File: config.mk
export PLATFORM = sky130hd
export DESIGN_NAME = snn_layer_ctrl_flat
export DESIGN_NICKNAME = d
export VERILOG_FILES = /design/src/rtl/snn_ctrl_pkg.sv /design/src/rtl/snn_layer_ctrl_if.sv /design/src/rtl/snn_tick_timer.sv /design/src/rtl/snn_layer_ctrl.sv /design/src/flat_wrapper.sv
export SDC_FILE = /design/constraint.sdc
export NUM_CORES = 1
export LEC_CHECK = 0
export BUFFER_PORTS_ARGS = -buffer_cell sky130_fd_sc_hd__buf_2
export CAP_MARGIN = 25
export CORE_ASPECT_RATIO = 0.75
export CORE_UTILIZATION = 55
export CTS_CLUSTER_SIZE = 10
export DETAILED_ROUTE_END_ITERATION = 8
export PLACE_DENSITY = 0.87
export SYNTH_ARGS = -nofsm -noshare
export SYNTH_HDL_FRONTEND = slang
export SYNTH_SLANG_ARGS = --single-unit
File: constraint.sdc
create_clock -name clk -period 2.05 [get_ports clk]
set_clock_uncertainty 0.1 [all_clocks]
set_input_delay 0.1025 -clock clk [delete_from_list [all_inputs] [get_ports clk]]
set_output_delay 0.1025 -clock clk [all_outputs]
set_load 0.05 [all_outputs]
File: src/rtl/snn_ctrl_pkg.sv
// snn_ctrl_pkg: opcodes, loader states and defaults shared by the snn_layer_ctrl slice.
package snn_ctrl_pkg;
    localparam logic [1:0] OP_NOP = 2'b00;
    localparam logic [1:0] OP_LOAD = 2'b01;
    localparam logic [1:0] OP_RUN = 2'b10;
    localparam logic [1:0] OP_STOP = 2'b11;
    localparam logic [1:0] ST_IDLE = 2'd0;
    localparam logic [1:0] ST_LOAD = 2'd1;
    localparam logic [1:0] ST_COMMIT = 2'd2;
    typedef enum logic [1:0] {IDLE = ST_IDLE, LOAD = ST_LOAD, COMMIT = ST_COMMIT} state_t;
    localparam int CFG_BYTES = 13;
    localparam logic [31:0] RESET_PARAMS_DEF = 32'h40_01_02_01;
endpackage

File: src/rtl/snn_layer_ctrl_if.sv
// snn_layer_ctrl_if: byte-serial command/data valid/ready channel into snn_layer_ctrl.
interface snn_layer_ctrl_if;
    logic [7:0] in_data;
    logic in_valid;
    logic in_ready;
    modport master (output in_data, output in_valid, input in_ready);
    modport slave (input in_data, input in_valid, output in_ready);
endinterface

File: src/rtl/snn_tick_timer.sv
// snn_tick_timer: periodic one-cycle enable pulse; a due tick is held off while hold is high.
module snn_tick_timer #(
    parameter int PERIOD_W = 6
) (
    input  logic clk,
    input  logic rst_n,
    input  logic start,
    input  logic stop,
    input  logic hold,
    input  logic [PERIOD_W-1:0] period_m1,
    output logic enable,
    output logic running
);
    logic [PERIOD_W-1:0] cnt;
    logic [PERIOD_W-1:0] reload;
    logic fire;
    assign fire = running && cnt == '0 && !start && !stop && !hold;
    always_ff @(posedge clk or negedge rst_n)
        if (!rst_n) begin
            cnt <= '0;
            reload <= '0;
            running <= 1'b0;
            enable <= 1'b0;
        end else begin
            enable <= fire;
            if (stop) begin
                running <= 1'b0;
                cnt <= '0;
            end else if (start) begin
                running <= 1'b1;
                cnt <= period_m1;
                reload <= period_m1;
            end else if (running && cnt != '0) cnt <= cnt - 1'b1;
            else if (fire) cnt <= reload;
        end
endmodule

File: src/rtl/snn_layer_ctrl.sv
// snn_layer_ctrl: byte-serial config loader with atomic commit and step scheduler for the 3-neuron layer.
// Optional saturating per-neuron spike counters are built when SNN_SPIKE_CNT_EN is defined.
module snn_layer_ctrl
    import snn_ctrl_pkg::*;
#(
    parameter int NUM_W_BYTES = 9,
    parameter int NUM_P_BYTES = 4,
    parameter int PERIOD_W = 6,
    parameter logic [8*NUM_P_BYTES-1:0] RESET_PARAMS = RESET_PARAMS_DEF
) (
    input  logic clk,
    input  logic rst_n,
    snn_layer_ctrl_if.slave bus,
    input  logic [2:0] spike_in,
    output logic [8*NUM_W_BYTES-1:0] input_weights,
    output logic [8*NUM_P_BYTES-1:0] neuron_params,
    output logic enable,
    output logic running,
    output logic cfg_valid
`ifdef SNN_SPIKE_CNT_EN
    ,
    output logic [23:0] spike_cnt
`endif
);
    localparam int NB = NUM_W_BYTES + NUM_P_BYTES;
    localparam int CW = $clog2(NB);
    localparam logic [CW-1:0] LAST = CW'(NB - 1);
    state_t state;
    logic [CW-1:0] byte_cnt;
    logic [8*NB-1:0] shadow;
    logic accept;
    logic hdr;
    logic load_last;
    logic run_cmd;
    logic stop_cmd;
    logic [1:0] opcode;
    assign accept = bus.in_valid && bus.in_ready;
    assign opcode = bus.in_data[7:6];
    assign hdr = state == IDLE && accept && opcode != OP_NOP;
    assign run_cmd = hdr && opcode == OP_RUN;
    assign stop_cmd = hdr && opcode == OP_STOP;
    assign load_last = state == LOAD && accept && byte_cnt == LAST;
    // Bytes arrive MSB first, so shifting left leaves byte 0 at the top of the weight field.
    always_ff @(posedge clk or negedge rst_n)
        if (!rst_n) begin
            state <= IDLE;
            byte_cnt <= '0;
            shadow <= '0;
            bus.in_ready <= 1'b0;
            input_weights <= '0;
            neuron_params <= RESET_PARAMS;
            cfg_valid <= 1'b0;
        end else begin
            bus.in_ready <= !load_last;
            if (hdr && opcode == OP_LOAD) begin
                state <= LOAD;
                byte_cnt <= '0;
            end
            if (state == LOAD && accept) begin
                shadow <= {shadow[8*NB-9:0], bus.in_data};
                byte_cnt <= byte_cnt + 1'b1;
                if (load_last) state <= COMMIT;
            end
            if (state == COMMIT) begin
                input_weights <= shadow[8*NB-1 -: 8*NUM_W_BYTES];
                neuron_params <= shadow[8*NUM_P_BYTES-1:0];
                cfg_valid <= 1'b1;
                state <= IDLE;
            end
        end
    snn_tick_timer #(.PERIOD_W(PERIOD_W)) u_timer (
        .clk(clk),
        .rst_n(rst_n),
        .start(run_cmd),
        .stop(stop_cmd),
        .hold(state == COMMIT),
        .period_m1(bus.in_data[PERIOD_W-1:0]),
        .enable(enable),
        .running(running)
    );
`ifdef SNN_SPIKE_CNT_EN
    // Spikes answering a step appear the cycle after the enable pulse.
    logic en_d;
    always_ff @(posedge clk or negedge rst_n)
        if (!rst_n) en_d <= 1'b0;
        else en_d <= enable;
    for (genvar i = 0; i < 3; i++) begin : g_cnt
        logic [7:0] c;
        always_ff @(posedge clk or negedge rst_n)
            if (!rst_n) c <= '0;
            else if (state == COMMIT) c <= '0;
            else if (en_d && spike_in[i] && c != 8'hFF) c <= c + 1'b1;
        assign spike_cnt[8*i +: 8] = c;
    end
`else
    logic unused_spike;
    assign unused_spike = ^spike_in;
`endif
endmodule
File: src/flat_wrapper.sv
// flat-port wrapper written by rule: the top's interface ports become plain ports
module snn_layer_ctrl_flat import snn_ctrl_pkg::*;
#(
    parameter int NUM_W_BYTES = 9,
    parameter int NUM_P_BYTES = 4,
    parameter int PERIOD_W = 6,
    parameter logic [8*NUM_P_BYTES-1:0] RESET_PARAMS = RESET_PARAMS_DEF
)
  (clk, rst_n, spike_in, input_weights, neuron_params, enable, running, cfg_valid, bus_in_data, bus_in_valid, bus_in_ready);
  snn_layer_ctrl_if bus_i ();
  input  logic clk;
  input  logic rst_n;
  input  logic [2:0] spike_in;
  output logic [8*NUM_W_BYTES-1:0] input_weights;
  output logic [8*NUM_P_BYTES-1:0] neuron_params;
  output logic enable;
  output logic running;
  output logic cfg_valid;
  input wire logic [$bits(bus_i.in_data)-1:0] bus_in_data;
  input wire logic [$bits(bus_i.in_valid)-1:0] bus_in_valid;
  output wire logic [$bits(bus_i.in_ready)-1:0] bus_in_ready;
  assign bus_i.in_data = bus_in_data;
  assign bus_i.in_valid = bus_in_valid;
  assign bus_in_ready = bus_i.in_ready;
  snn_layer_ctrl #(.NUM_W_BYTES(NUM_W_BYTES), .NUM_P_BYTES(NUM_P_BYTES), .PERIOD_W(PERIOD_W), .RESET_PARAMS(RESET_PARAMS)) u_core (.clk(clk), .rst_n(rst_n), .bus(bus_i), .spike_in(spike_in), .input_weights(input_weights), .neuron_params(neuron_params), .enable(enable), .running(running), .cfg_valid(cfg_valid));
endmodule
# ---- After elaboration in Yosys (flattened, before gate mapping)
# Index checks and enable logic that the tools add are counted.
dict set report totals {
  register_bits 230
  in_bits 14
  word_cells 57
}
dict set report op_classes {
  n_addsub 2
  eq_ne 6
  muxes 12
  bitwise_logic 1
  n_reduce_logical 25
}
# op n
set ops {}
lappend ops {{$mux W6} 4}
lappend ops {{$logic_and A1 B1 Y1} 13}
lappend ops {{$mux W2} 4}
lappend ops {{$mux W4} 2}
lappend ops {{$eq A2 B2 Y1 const B} 3}
lappend ops {{$logic_not A6 Y1} 1}
lappend ops {{$reduce_bool A2 Y1} 3}
lappend ops {{$reduce_bool A6 Y1} 1}
lappend ops {{$sub A6 B1 Y6 const B} 1}
lappend ops {{$add A4 B1 Y4 const B} 1}
lappend ops {{$eq A2 B1 Y1 const B} 2}
lappend ops {{$eq A4 B4 Y1 const B} 1}
lappend ops {{$logic_not A1 Y1} 4}
lappend ops {{$reduce_bool A4 Y1} 1}
lappend ops {{$logic_not A2 Y1} 1}
lappend ops {{$mux W1} 2}
lappend ops {{$reduce_and A2 Y1} 1}
lappend ops {{$not A1 Y1} 1}

# ---- Depth between registers and ports, before layout
# Gate-level depths: netlist of run 1.
dict set report depth {
  depth_word 12
  depth_mapped 7
}

# ---- Modules after synthesis
# From an unflattened synthesis of run 1, not the netlist that was laid out.
dict set report hier_totals {
  hier_cells 783
  area_unflattened_um2 9175.0
}
# module n_inst cells_each area_each_um2
set by_module_without_submodules {}
lappend by_module_without_submodules {snn_layer_ctrl 1 698 8303.0}
lappend by_module_without_submodules {snn_tick_timer 1 85 872.1}

# ---- Worst setup path before layout of run 1
# OpenSTA, ideal clock, no wires.
dict set report synth_timing {
  path_type {flip-flop to flip-flop}
  startpoint {reg u_core.bus.in_ready}
  endpoint {reg u_core.u_timer.reload[2]}
  arrival_ps 1777
  required_ps 1825
  path_slack_ps 48
  path_stages_with_launch 6
  synth_period_minus_slack_ps 2002
  cell_sequence {dfrtp_1 and4bb_2 nand2_1 nor2_1 buf_2 mux2_2}
}
dict set report synth_via {
  elab_chain_len 6
  word_cells_on_any_way 7
  cone_classes {bitwise (1); reduce/logical (6)}
}
# element line_no
set synth_rtl {}
lappend synth_rtl {{from (decl)} snn_layer_ctrl_if.sv:7} ;# modport slave (input in_data, input in_valid, output in_ready);
lappend synth_rtl {{from (signal assigned)} snn_layer_ctrl.sv:54} ;# bus.in_ready <= !load_last;
lappend synth_rtl {{$logic_and A1 B1 Y1 (*)} snn_layer_ctrl.sv:37} ;# assign accept = bus.in_valid && bus.in_ready;
lappend synth_rtl {{$logic_and A1 B1 Y1 (*) (2 in series)} snn_layer_ctrl.sv:39} ;# assign hdr = state == IDLE && accept && opcode != OP_NOP;
lappend synth_rtl {{$logic_and A1 B1 Y1} snn_layer_ctrl.sv:41} ;# assign stop_cmd = hdr && opcode == OP_STOP;
lappend synth_rtl {{$not A1 Y1 (no line)} n/a}
lappend synth_rtl {{$reduce_and A2 Y1 (no line) (*)} n/a}
lappend synth_rtl {{to (signal assigned)} snn_tick_timer.sv:32} ;# reload <= period_m1;
lappend synth_rtl {{to (decl)} snn_tick_timer.sv:15} ;# logic [PERIOD_W-1:0] reload;
# Every way passes the cells marked *; elsewhere a longest branch is shown, timed or not.
# A chain may end at the register's enable or synchronous reset.

# ---- Worst setup path after layout of run 1
dict set report layout_timing {
  startpoint {reg u_core.u_timer.cnt[0]}
  endpoint {reg u_core.u_timer.cnt[2]}
}
dict set report layout_via {
  elab_chain_len 6
  word_cells_on_any_way 12
  cone_classes {add/sub (1); mux (3); reduce/logical (8)}
}
# element line_no
set layout_rtl {}
lappend layout_rtl {{from (decl)} snn_tick_timer.sv:14} ;# logic [PERIOD_W-1:0] cnt;
lappend layout_rtl {{from (signal assigned)} snn_tick_timer.sv:31} ;# cnt <= period_m1;
lappend layout_rtl {{from (signal assigned)} snn_tick_timer.sv:33} ;# end else if (running && cnt != '0) cnt <= cnt - 1'b1;
lappend layout_rtl {{from (signal assigned)} snn_tick_timer.sv:34} ;# else if (fire) cnt <= reload;
lappend layout_rtl {{branches (longest 6 deep; another with $sub A6 B1 Y6)} n/a}
# Parallel ways; which one is timed is not known.

==> flow_metrics.py, run 1 <==
metrics = {
    "detailed_routing": {
        "via_per_inst": 5.146,
        "routed.top_layer": "met4",
        "drc": 0,
        "wl_per_cell_um": 14.91,
        "wl_met3_mm": 1.378,
        "dr.pass1.iters": 4,
        "totalWireLength_mm": 19.99,
        "drt-initial-drc-count": 437,
        "wl_met1_mm": 8.866,
        "ant_nets": 0,
        "met2_length_mm": 9.361,
        "dr_total_vias": 6901,
    },
    "logic_synthesis": {
        "synth_warnings": 0,
        "seq_area_frac_synth_pct": 64.98,
        "synth_nets": 1012,
        "synth-edff-count": 0,
        "synth.distinct_cells": 34,
        "synth_area_per_cell_um2": 8.918,
        "postSynth.asyncResetShare_pct": 100.0,
        "synthCells": 994,
        "syn-cell-area_mm2": 0.008865,
        "synth-seq-cells": 230,
        "synthFlopType": "dfrtp_1",
    },
    "sta": {
        "min_period_ns": 1.963,
        "holdWs_ns": 0.03569,
        "fin_crit_sh_pct": 95.76,
        "relSlewSlack_pct": 64.91,
        "setup_viol": 0,
        "maxSlewViolCount": 0,
        "rsz0062_at_grt": "false",
        "fin_ws_ns": 0.08688,
        "setup_tns_ns": 0,
        "tightestPinTransition_ns": 0.5263,
        "clock.fmax_ghz": 0.5094,
        "finalHoldViolCount": 0,
    },
    "critical_path": {
        "rr_startpoint": "u_core.u_timer.cnt[0]",
        "critPathSlowestCell": "dfrtp_1",
        "crit_path_cell_trace": "inv_1 -> ha_1 -> nand2b_4 -> o21ai_4 -> mux2_2 -> a22oi_1 -> a21oi_1",
        "cp-start-kind": "register",
        "arrival_ns": 2.25,
        "cp-end-kind": "register",
        "critical_path.top_delay_family": "compound AO/OA/AOI/OAI gates",
        "reg2reg_to": "u_core.u_timer.cnt[2]",
        "critPathBufInv": 1,
        "max_stage_delay_ns": 0.42,
        "crit_type": "reg -> reg",
        "worst-path-max-fanout": 5,
        "crit_required_ns": 2.34,
        "worstRegToRegCells": 7,
        "r2r_slack_ns": 0.09,
    },
    "layout": {
        "nNetsFinal": 1136,
        "area_delta_synth_final_pct": 20.00,
        "fin_area_mm2": 0.01064,
        "fin_cells": 1341,
        "n_antenna_cell": 0,
        "final_util_pct": 68.77,
        "layout-drive-gt1-share_pct": 15.85,
    },
    "run": {
        "maxCapViolations": 0,
    },
    "floorplan": {
        "ios": 122,
        "die_area_mm2": 0.01663,
        "initial_core_util_pct": 57.31,
        "rows": 39,
        "die_width_um": 148.6,
        "core_area_mm2": 0.01547,
        "fp.dieH_um": 111.9,
    },
    "clock_tree": {
        "tritoncts": "done",
        "cts.sinks": 230,
        "htree_num_levels": 1,
        "worstSkewPairLatency_ns": 0.51,
        "clockBufferDepth": 3,
        "root_buffer": "clkbuf_16",
        "cts-buffers-inserted": 26,
        "clkTransAtPathRegs_ns": 0.06,
    },
    "grt": {
        "antenna_found_initial": 0,
        "first_global_vias": 6678,
        "gr-usage-all-layers_pct": 24.60,
        "grt-ovfl-total": 0,
        "grt_start_max_net_pins": 106,
        "grt_pass1_wl_mm": 32.64,
    },
    "placed_design": {
        "port_buffers": 118,
        "routabilityCongestion": 0.8529,
        "placed_area_mm2": 0.009777,
        "dp_slack_ns": 0.1081,
        "hpwlAfterDp_mm": 11.95,
        "place_inst": 1284,
    },
    "power": {
        "power_density_mw_per_mm2": 1614,
        "total_power_mw": 17.17,
        "ir_drop_v": 0.001112,
        "internal_power_mw": 10.06,
        "pwr-share-seq_pct": 43.1,
        "power_frac_comb_pct": 33.4,
        "pwr-share-clk_pct": 23.5,
        "p_leak_nw": 6.187,
        "p_sw_share_pct": 41.37,
        "p_sw_mw": 7.102,
    },
    "run_status": {
        "status": "finished clean",
    },
    "min_path": {
        "hp-class": "in -> async",
    },
}
-- power groups by stage --
stage | logic, mW | clock network, mW | registers (mW)
finish | 5.73 | 4.04 | 7.40
global route | 6.24 | 4.27 | 7.58
CTS | 5.69 | 4.10 | 7.36
detailed placement | 5.62 | 0 | 7.37
global placement | 5.43 | 0 | 7.36
floorplan | 2.26 | 0 | 9.04
-- flip-flops by register name, indices dropped and copies added (netlist names), 2 cells and up --
name	cells
u_core.neuron_params	32
u_core.byte_cnt	4
u_core.shadow	104
u_core.u_timer.cnt	6
u_core.state	2
u_core.u_timer.reload	6
u_core.input_weights	72
-- final cells by class --
class                      instances  area [um2]
multi-input combinational        708        2922
clock buffer                      45       721.9
inverter                           8       30.03
fill                            1142        4831
tap                              205       256.5
sequential                       230        5761
timing repair buffer             144       930.9
clock inverter                     1       16.27
-- Yosys cell counts, types with 2 or more instances --
cell	n	area [um2]
inv_1	8	30.03
dfstp_2	4	105.1
o211ai_1	2	15.01
dfrtp_1	226	5655
mux2_2	5	56.30
o21ai_0	8	40.04
o31ai_1	2	15.01
buf_2	7	35.03
nand2_1	636	2387
nor3b_1	2	15.01
nand3_1	5	25.02
nor3_1	4	20.02
clkbuf_1	37	138.9
nor2_1	9	33.78
a21oi_1	6	30.03
ha_1	4	50.05
a31oi_1	2	12.51
nand4_1	2	12.51
a22oi_1	2	15.01
buf_1	4	15.01
nand2b_1	3	18.77
xor2_1	4	35.03
-- what timing repair did --
action,in CTS,in global routing
setup buffers,0,2
resized for setup,0,3
endpoints found under the hold margin,253,0
setup endpoints to repair,0,4
hold buffers,9,0
-- placed cells by master, fill, tap and decap left out, types with 2 or more instances in the layout --
cell type	count
nand4_1	2
o21ai_0	8
o211ai_1	2
nor2_1	9
buf_4	8
a21oi_1	6
nand2b_4	2
mux2_2	5
nor3_1	4
inv_1	8
clkbuf_16	26
xor2_1	4
dlygate4sd3_1	9
a31oi_1	2
ha_1	4
a22oi_1	2
dfrtp_1	226
nor3b_1	2
o31ai_1	2
nand2_1	635
nand3_1	5
clkbuf_1	19
buf_2	117
dfstp_2	4
buf_12	9
-- metal layers --
metal / track usage, % / vias to the layer above
met5: 0 / -
met1: 35.22 / 3328
met2: 38.41 / 244
li1: - / 3287
met3: 4.877 / 42
met4: 7.079 / 0
-- worst max-delay path by stage --
stage | startpoint | endpoint | slack [ns] | cells past startpoint
global placement | u_core.u_timer.cnt[3] | u_core.u_timer.cnt[2] | 0.16 | 5
finish | u_core.u_timer.cnt[0] | u_core.u_timer.cnt[2] | 0.09 | 7
floorplan | u_core.bus.in_ready | u_core.u_timer.reload[2] | 0.05 | 5
detailed placement | u_core.u_timer.cnt[0] | u_core.u_timer.cnt[4] | 0.11 | 7
global route | u_core.u_timer.cnt[0] | u_core.u_timer.cnt[2] | 0.02 | 7
CTS | u_core.u_timer.cnt[0] | u_core.u_timer.cnt[4] | 0.05 | 7
-- kinds of logic after synthesis --
kind of cell / share of synthesized area (%)
xor+xnor: 0.3952
mux: 0.6351
fa+ha+maj: 0.5646
flops: 64.98
compound gates: 1.708
simple gates: 29.24
buf+inv: 2.470
(Power assumes the default switching activity.)
==> run 2: changes to the inputs <==
--- a/config.mk
+++ b/config.mk
@@ -8,10 +8,13 @@
 export BUFFER_PORTS_ARGS = -buffer_cell sky130_fd_sc_hd__buf_2
 export CAP_MARGIN = 25
 export CORE_ASPECT_RATIO = 0.75
+export CORE_MARGIN = 2
 export CORE_UTILIZATION = 55
 export CTS_CLUSTER_SIZE = 10
 export DETAILED_ROUTE_END_ITERATION = 8
+export GPL_TIMING_DRIVEN = 0
 export PLACE_DENSITY = 0.87
 export SYNTH_ARGS = -nofsm -noshare
 export SYNTH_HDL_FRONTEND = slang
+export SYNTH_HIERARCHICAL = 1
 export SYNTH_SLANG_ARGS = --single-unit
==> run 2 against run 1 <==
Against the previous run: the run now ends with negative setup slack left; cell area rose by 3.9%; setup slack got worse by 0.13 ns; sequential power rose by 2.8%; die area rose by 6.7%; highest routed layer unchanged.
==> flow_metrics.py, run 2 <==
metrics = {
    "logic_synthesis": {
        "synth_warnings": 6,
        "synthMostInstantiatedCell": "nand2_1",
        "syn-cell-area_mm2": 0.009175,
        "synthTopCellsByArea": "dfrtp_1, nand2_1, mux2_2, mux2_4, dfstp_2",
        "synth_nets": 801,
        "synth-seq-cells": 230,
        "seq_area_frac_synth_pct": 62.78,
        "synthCells": 783,
        "synth_top_family_by_area": "simple AND/OR/NAND/NOR gates",
        "synth.area.mux_share_pct": 15.26,
        "synthAdderAreaFrac_pct": 0.5455,
        "synth.distinct_cells": 51,
        "synth_area_per_cell_um2": 11.72,
        "synth-edff-count": 0,
        "synth_area_leader_cell": "dfrtp_1",
        "synth-compound-area-share_pct": 2.509,
        "synthTopCellsByCount": "nand2_1, dfrtp_1, mux2_2",
        "synth_xor_area_share_pct": 0.1909,
        "synth.top_cell.area_share_pct": 61.64,
        "synthFlopType": "dfrtp_1",
        "synthSimpleGateAreaFrac_pct": 15.86,
        "postSynth.asyncResetShare_pct": 100.0,
    },
    "run_status": {
        "status": "finished, violations left",
        "failed_checks": "negative setup slack",
    },
    "floorplan": {
        "rows": 40,
        "ios": 122,
        "fp.dieH_um": 115.9,
        "die_width_um": 153.1,
        "initial_core_util_pct": 56.76,
        "core_area_mm2": 0.01617,
        "die_area_mm2": 0.01774,
    },
    "layout": {
        "layout-drive-gt1-share_pct": 33.06,
        "fin_cells": 1169,
        "nNetsFinal": 968,
        "n_antenna_cell": 0,
        "fillCellCount": 1143,
        "register_area_mm2": 0.005764,
        "final_cell_mix": "nand2_1, dfrtp_1, buf_2",
        "largest_reg_flops": 104,
        "multi_input_area_mm2": 0.003213,
        "regMostFlops": "u_core/shadow",
        "largestRegisters": "u_core/shadow x104, u_core/input_weights x72, u_core/neuron_params x32",
        "area_delta_synth_final_pct": 20.45,
        "final_common_cell": "nand2_1",
        "final_util_pct": 68.37,
        "fin_area_mm2": 0.01105,
    },
    "detailed_routing": {
        "dr.pass1.iters": 5,
        "wl_met1_mm": 9.078,
        "via_per_inst": 5.371,
        "ant_nets": 0,
        "drc": 0,
        "routed.top_layer": "met4",
        "totalWireLength_mm": 20.04,
        "met2_length_mm": 9.244,
        "dr_total_vias": 6279,
        "drt-initial-drc-count": 492,
        "wl_met3_mm": 1.338,
        "wl_per_cell_um": 17.14,
    },
    "grt": {
        "first_global_vias": 6216,
        "gr-usage-all-layers_pct": 23.01,
        "grt-ovfl-total": 0,
        "grt_pass1_wl_mm": 32.81,
        "grt_start_max_net_pins": 125,
        "antenna_found_initial": 0,
    },
    "sta": {
        "relSlewSlack_pct": 39.22,
        "finalHoldViolCount": 0,
        "setup_viol": 5,
        "clock.fmax_ghz": 0.4788,
        "maxSlewViolCount": 0,
        "min_period_ns": 2.088,
        "tightestPinTransition_ns": 0.9116,
        "fin_ws_ns": -0.03839,
        "fin_crit_sh_pct": 101.9,
        "rsz0062_at_grt": "true",
    },
    "power": {
        "power_frac_comb_pct": 34.3,
        "power_density_mw_per_mm2": 1603,
        "pwr-share-seq_pct": 42.9,
        "internal_power_mw": 10.63,
        "p_sw_share_pct": 40.01,
        "ir_drop_v": 0.001188,
        "pwr-share-clk_pct": 22.8,
        "p_leak_nw": 6.047,
        "total_power_mw": 17.72,
        "p_sw_mw": 7.090,
    },
    "placed_design": {
        "place_inst": 1112,
        "port_buffers": 118,
        "routabilityCongestion": 0.8475,
        "dp_slack_ns": -0.1805,
        "hpwlAfterDp_mm": 13.06,
        "placed_area_mm2": 0.01009,
    },
    "clock_tree": {
        "worstSkewPairLatency_ns": 0.51,
        "cts-buffers-inserted": 26,
        "clkTransAtPathRegs_ns": 0.06,
        "root_buffer": "clkbuf_16",
        "htree_num_levels": 1,
        "cts.sinks": 230,
        "clockBufferDepth": 3,
        "tritoncts": "done",
    },
    "run": {
        "maxCapViolations": 0,
    },
    "critical_path": {
        "arrival_ns": 2.38,
        "crit_required_ns": 2.35,
        "cp-start-kind": "register",
        "crit_type": "reg -> reg",
        "cp-end-kind": "register",
        "worst-path-max-fanout": 5,
    },
    "min_path": {
        "hp-class": "in -> async",
    },
}
==> run 2: through the flow <==
step                hold slack [ns]  TNS (ns)
global placement             0.2433   -686.39
CTS                          0.2179         0
global route                 0.2506   -0.7959
floorplan                   -0.2931         0
finish                       0.1755   -0.1731
detailed placement           0.1578    -1.241
==> run 2: kinds of logic after synthesis <==
family | Yosys count
AND/OR/NAND/NOR | 357
flip-flops | 230
AO/OA/AOI/OAI | 31
multiplexers | 112
buffers and inverters | 47
adder cells (fa/ha/maj) | 4
XOR/XNOR | 2
==> run 2: path summary, 6_finish.rpt <==
| kind | start | to | slack (ns) | cells after the start |
|---|---|---|---|---|
| min reg2reg | u_core/shadow[100] | u_core/shadow[100] | 0.37 | 2 |
| max in group asynchronous | rst_n | u_core/shadow[45] | 0.69 | 3 |
| max | u_core/state[1] | u_core/u_timer/reload[5] | -0.04 | 8 |
| min | rst_n | u_core/input_weights[62] | 0.18 | 2 |
| max reg2reg | u_core/state[1] | u_core/u_timer/reload[5] | -0.04 | 8 |
| min in group clk | bus_in_data[2] | u_core/u_timer/reload[2] | 0.28 | 4 |
==> run 2: power groups by stage <==
stage / Clock, mW / Combinational (mW) / Sequential [mW]
2_1_floorplan: 0 / 2.70 / 9.10
3_3_place_gp: 0 / 5.73 / 7.56
3_5_place_dp: 0 / 5.92 / 7.62
4_1_cts: 4.10 / 6.03 / 7.58
5_1_grt: 4.32 / 6.57 / 7.81
6_report: 4.03 / 6.08 / 7.61
==> run 2: what timing repair did <==
action | in CTS | in global routing
hold endpoints to repair | 144 | 0
gates resized for setup | 5 | 12
gates cloned | 0 | 0
buffers inserted | 6 | 5
hold buffers | 10 | 0
endpoints found under the setup margin | 10 | 12
pin swaps | 2 | 6
==> run 2: critical path, stage by stage (launching register included) <==
cell and delay [ns]:
dfrtp_2 0.44, nor4bb_4 0.33, nand2_1 0.13, nor2_4 0.16, buf_6 0.13, clkinvlp_4 0.10
nor2_4 0.15, buf_12 0.13, mux2_4 0.29
==> run 2: routing by layer <==
layer  GRT usage [%]  up-vias
met5               0        -
met4           5.309        0
met3           4.301       34
met2           36.43      227
met1           33.71     3131
li1                -     2887
==> run 2: area by class of cell <==
cell class,instances,area share [%]
multi-input cells,506,29.07
well taps,210,2.377
flip-flops and latches,230,52.16
inverters,9,0.3396
repair buffers,140,7.483
plain buffers,37,2.117
clock buffers,37,6.453
==> run 3: changes to the inputs <==
--- a/config.mk
+++ b/config.mk
@@ -5,6 +5,7 @@
 export SDC_FILE = /design/constraint.sdc
 export NUM_CORES = 1
 export LEC_CHECK = 0
+export ABC_AREA = 1
 export BUFFER_PORTS_ARGS = -buffer_cell sky130_fd_sc_hd__buf_2
 export CAP_MARGIN = 25
 export CORE_ASPECT_RATIO = 0.75
==> run 3 against run 2 <==
Against the previous run: the flow now finishes without violations; flip-flop and latch count unchanged; sequential power down 5.5%; synthesized cell count up 21%; setup slack better by 0.19 ns; critical path type unchanged; largest cell class unchanged.
==> flow_metrics.py, run 3 <==
metrics = {
    "run_status": {
        "status": "finished clean",
    },
    "critical_path": {
        "critPathBufInv": 2,
        "crit_type": "reg -> reg",
        "crit_end": "u_core/shadow[5]",
        "crit_start": "u_core/state[1]",
        "rr_startpoint": "u_core/state[1]",
        "cp.depth": 6,
        "crit_required_ns": 2.38,
        "cp_common_cell": "nand2_1",
        "worst-path-max-fanout": 9,
        "reg2reg_to": "u_core/shadow[5]",
        "r2r_slack_ns": 0.16,
        "critical_path.top_delay_family": "buffers and inverters",
        "cp-start-kind": "register",
        "worstRegToRegCells": 6,
        "cp-end-kind": "register",
        "max_stage_delay_ns": 0.58,
        "arrival_ns": 2.22,
        "crit_path_cell_trace": "inv_1 -> nand2_1 -> nor2_2 -> nand2_1 -> dlygate4sd3_1 -> o21ai_0",
        "critPathSlowestCell": "dlygate4sd3_1",
    },
    "clock_tree": {
        "worstSkewPairLatency_ns": 0.51,
        "htree_num_levels": 1,
        "root_buffer": "clkbuf_16",
        "clockBufferDepth": 3,
        "tritoncts": "done",
        "clkTransAtPathRegs_ns": 0.06,
        "cts.sinks": 230,
        "cts-buffers-inserted": 26,
    },
    "sta": {
        "min_period_ns": 1.894,
        "fin_ws_ns": 0.1561,
        "maxSlewViolCount": 0,
        "relSlewSlack_pct": 39.59,
        "rsz0062_at_grt": "false",
        "setup_tns_ns": 0,
        "tightestPinTransition_ns": 0.9062,
        "clock.fmax_ghz": 0.5280,
        "fin_crit_sh_pct": 92.39,
        "setup_viol": 0,
        "holdWs_ns": 0.1613,
        "finalHoldViolCount": 0,
    },
    "logic_synthesis": {
        "seq_area_frac_synth_pct": 63.45,
        "syn-cell-area_mm2": 0.009079,
        "synthTopCellsByCount": "nand2_1, dfrtp_1, o21ai_1",
        "synth_warnings": 6,
        "synthCells": 945,
        "synth-seq-cells": 230,
        "synth_area_leader_cell": "dfrtp_1",
        "synth.distinct_cells": 28,
        "synth-edff-count": 0,
        "synthMostInstantiatedCell": "nand2_1",
        "synth.top_cell.area_share_pct": 62.29,
        "postSynth.asyncResetShare_pct": 100.0,
        "synthFlopType": "dfrtp_1",
        "synthTopCellsByArea": "dfrtp_1, nand2_1, o21ai_1, inv_1, o21ai_0",
        "synth_area_per_cell_um2": 9.607,
        "synth_nets": 963,
    },
    "layout": {
        "regMostFlops": "u_core/shadow",
        "largest_reg_flops": 104,
        "largestRegisters": "u_core/shadow x104, u_core/input_weights x72, u_core/neuron_params x32",
        "area_delta_synth_final_pct": 19.46,
        "final_cell_mix": "nand2_1, dfrtp_1, o21ai_1",
        "n_antenna_cell": 0,
        "layout-drive-gt1-share_pct": 20.07,
        "fin_cells": 1326,
        "multi_input_area_mm2": 0.002569,
        "fin_area_mm2": 0.01085,
        "final_common_cell": "nand2_1",
        "register_area_mm2": 0.005762,
        "nNetsFinal": 1126,
        "fillCellCount": 1223,
    },
    "placed_design": {
        "port_buffers": 118,
        "place_inst": 1274,
        "hpwlAfterDp_mm": 13.87,
        "routabilityCongestion": 0.8586,
        "placed_area_mm2": 0.009973,
        "dp_slack_ns": 0.1267,
    },
    "power": {
        "p_leak_nw": 5.498,
        "ir_drop_v": 0.001106,
        "power_density_mw_per_mm2": 1676,
    },
    "grt": {
        "gr-usage-all-layers_pct": 24.21,
        "antenna_found_initial": 0,
        "grt_pass1_wl_mm": 34.68,
        "grt_start_max_net_pins": 123,
        "grt-ovfl-total": 0,
        "first_global_vias": 6864,
    },
    "floorplan": {
        "die_width_um": 152.4,
        "fp.dieH_um": 115.3,
        "rows": 40,
        "initial_core_util_pct": 56.51,
        "core_area_mm2": 0.01607,
        "die_area_mm2": 0.01756,
        "ios": 122,
    },
    "detailed_routing": {
        "wl_per_cell_um": 15.62,
        "dr_total_vias": 6974,
        "ant_nets": 0,
        "totalWireLength_mm": 20.71,
        "drc": 0,
        "via_per_inst": 5.259,
        "drt-initial-drc-count": 501,
        "dr.pass1.iters": 5,
    },
    "run": {
        "maxCapViolations": 0,
    },
    "min_path": {
        "hp-class": "in -> async",
    },
}
## run 3: changes by cell type after synthesis, sizes merged, moves of 6 or more
cell	before	now
nor2	8	36
mux2	109	0
nor3	6	0
nand3	0	21
inv	9	120
nand2	321	272
buf	30	36
o21ai	8	204
## run 3: where the power goes
group / total (mW) / internal [mW] / switching, mW
clock network: 3.98 / 2.36 / 1.62
registers: 7.19 / 6.23 / 0.959
logic: 7.02 / 1.86 / 5.16
## run 3: timing repair
action	4_1_cts	5_1_grt
gates resized for setup	0	2
buffers inserted	0	2
hold endpoints to repair	145	0
setup endpoints to repair	0	5
hold buffers	14	0
## run 3: worst min path at each step
stage / startpoint / end / slack, ns
final: rst_n / u_core/input_weights[33] / 0.16
after global routing: rst_n / u_core/input_weights[29] / 0.27
after CTS: rst_n / u_core/input_weights[29] / 0.22
after detailed placement: rst_n / u_core/input_weights[29] / 0.15
after global placement: bus_in_data[4] / u_core/shadow[4] / 0.23
after floorplan: rst_n / u_core/bus.in_ready / -0.29
## run 3: metal layers
| metal | vias up | track usage (%) | routed length (um) |
|---|---|---|---|
| li1 | 3288 | - | - |
| met1 | 3440 | 35.45 | 9510 |
| met2 | 219 | 39.04 | 9657 |
| met3 | 27 | 4.222 | 1276 |
| met4 | 0 | 4.860 | 268 |
| met5 | - | 0 | 0 |
## run 3: worst reg2reg max path, delay by kind of cell, from the launching register on
family / cells / cell delay, ns
compound gates: 1 / 0.09
flops: 1 / 0.44
buf+inv: 2 / 0.68
simple gates: 3 / 0.52
## run 3: metrics by stage
step,util (%),power (mW)
final,67.51,18.18
after global routing,67.51,19.29
after CTS,67.37,18.26
after detailed placement,62.08,14.12
after global placement,61.85,13.87
after floorplan,-,12.25
## run 3: cell type report
| type | count | area share [%] |
|---|---|---|
| Sequential cell | 230 | 53.13 |
| Timing Repair Buffer | 135 | 7.222 |
| Buffer | 45 | 2.850 |
| Clock buffer | 36 | 6.541 |
| Inverter | 120 | 4.153 |
| Tap cell | 210 | 2.423 |
| Multi-Input combinational cell | 550 | 23.68 |
## run 3: logic make-up (layout without fill, tap and decap cells)
| kind of cell | Yosys count | after routing | share of synthesized area, % |
|---|---|---|---|
| simple gates | 333 | 333 | 15.27 |
| flops | 230 | 230 | 63.45 |
| compound gates | 211 | 211 | 12.17 |
| buf+inv | 165 | 336 | 8.365 |
| fa+ha+maj | 4 | 4 | 0.5513 |
| xor+xnor | 2 | 2 | 0.1930 |
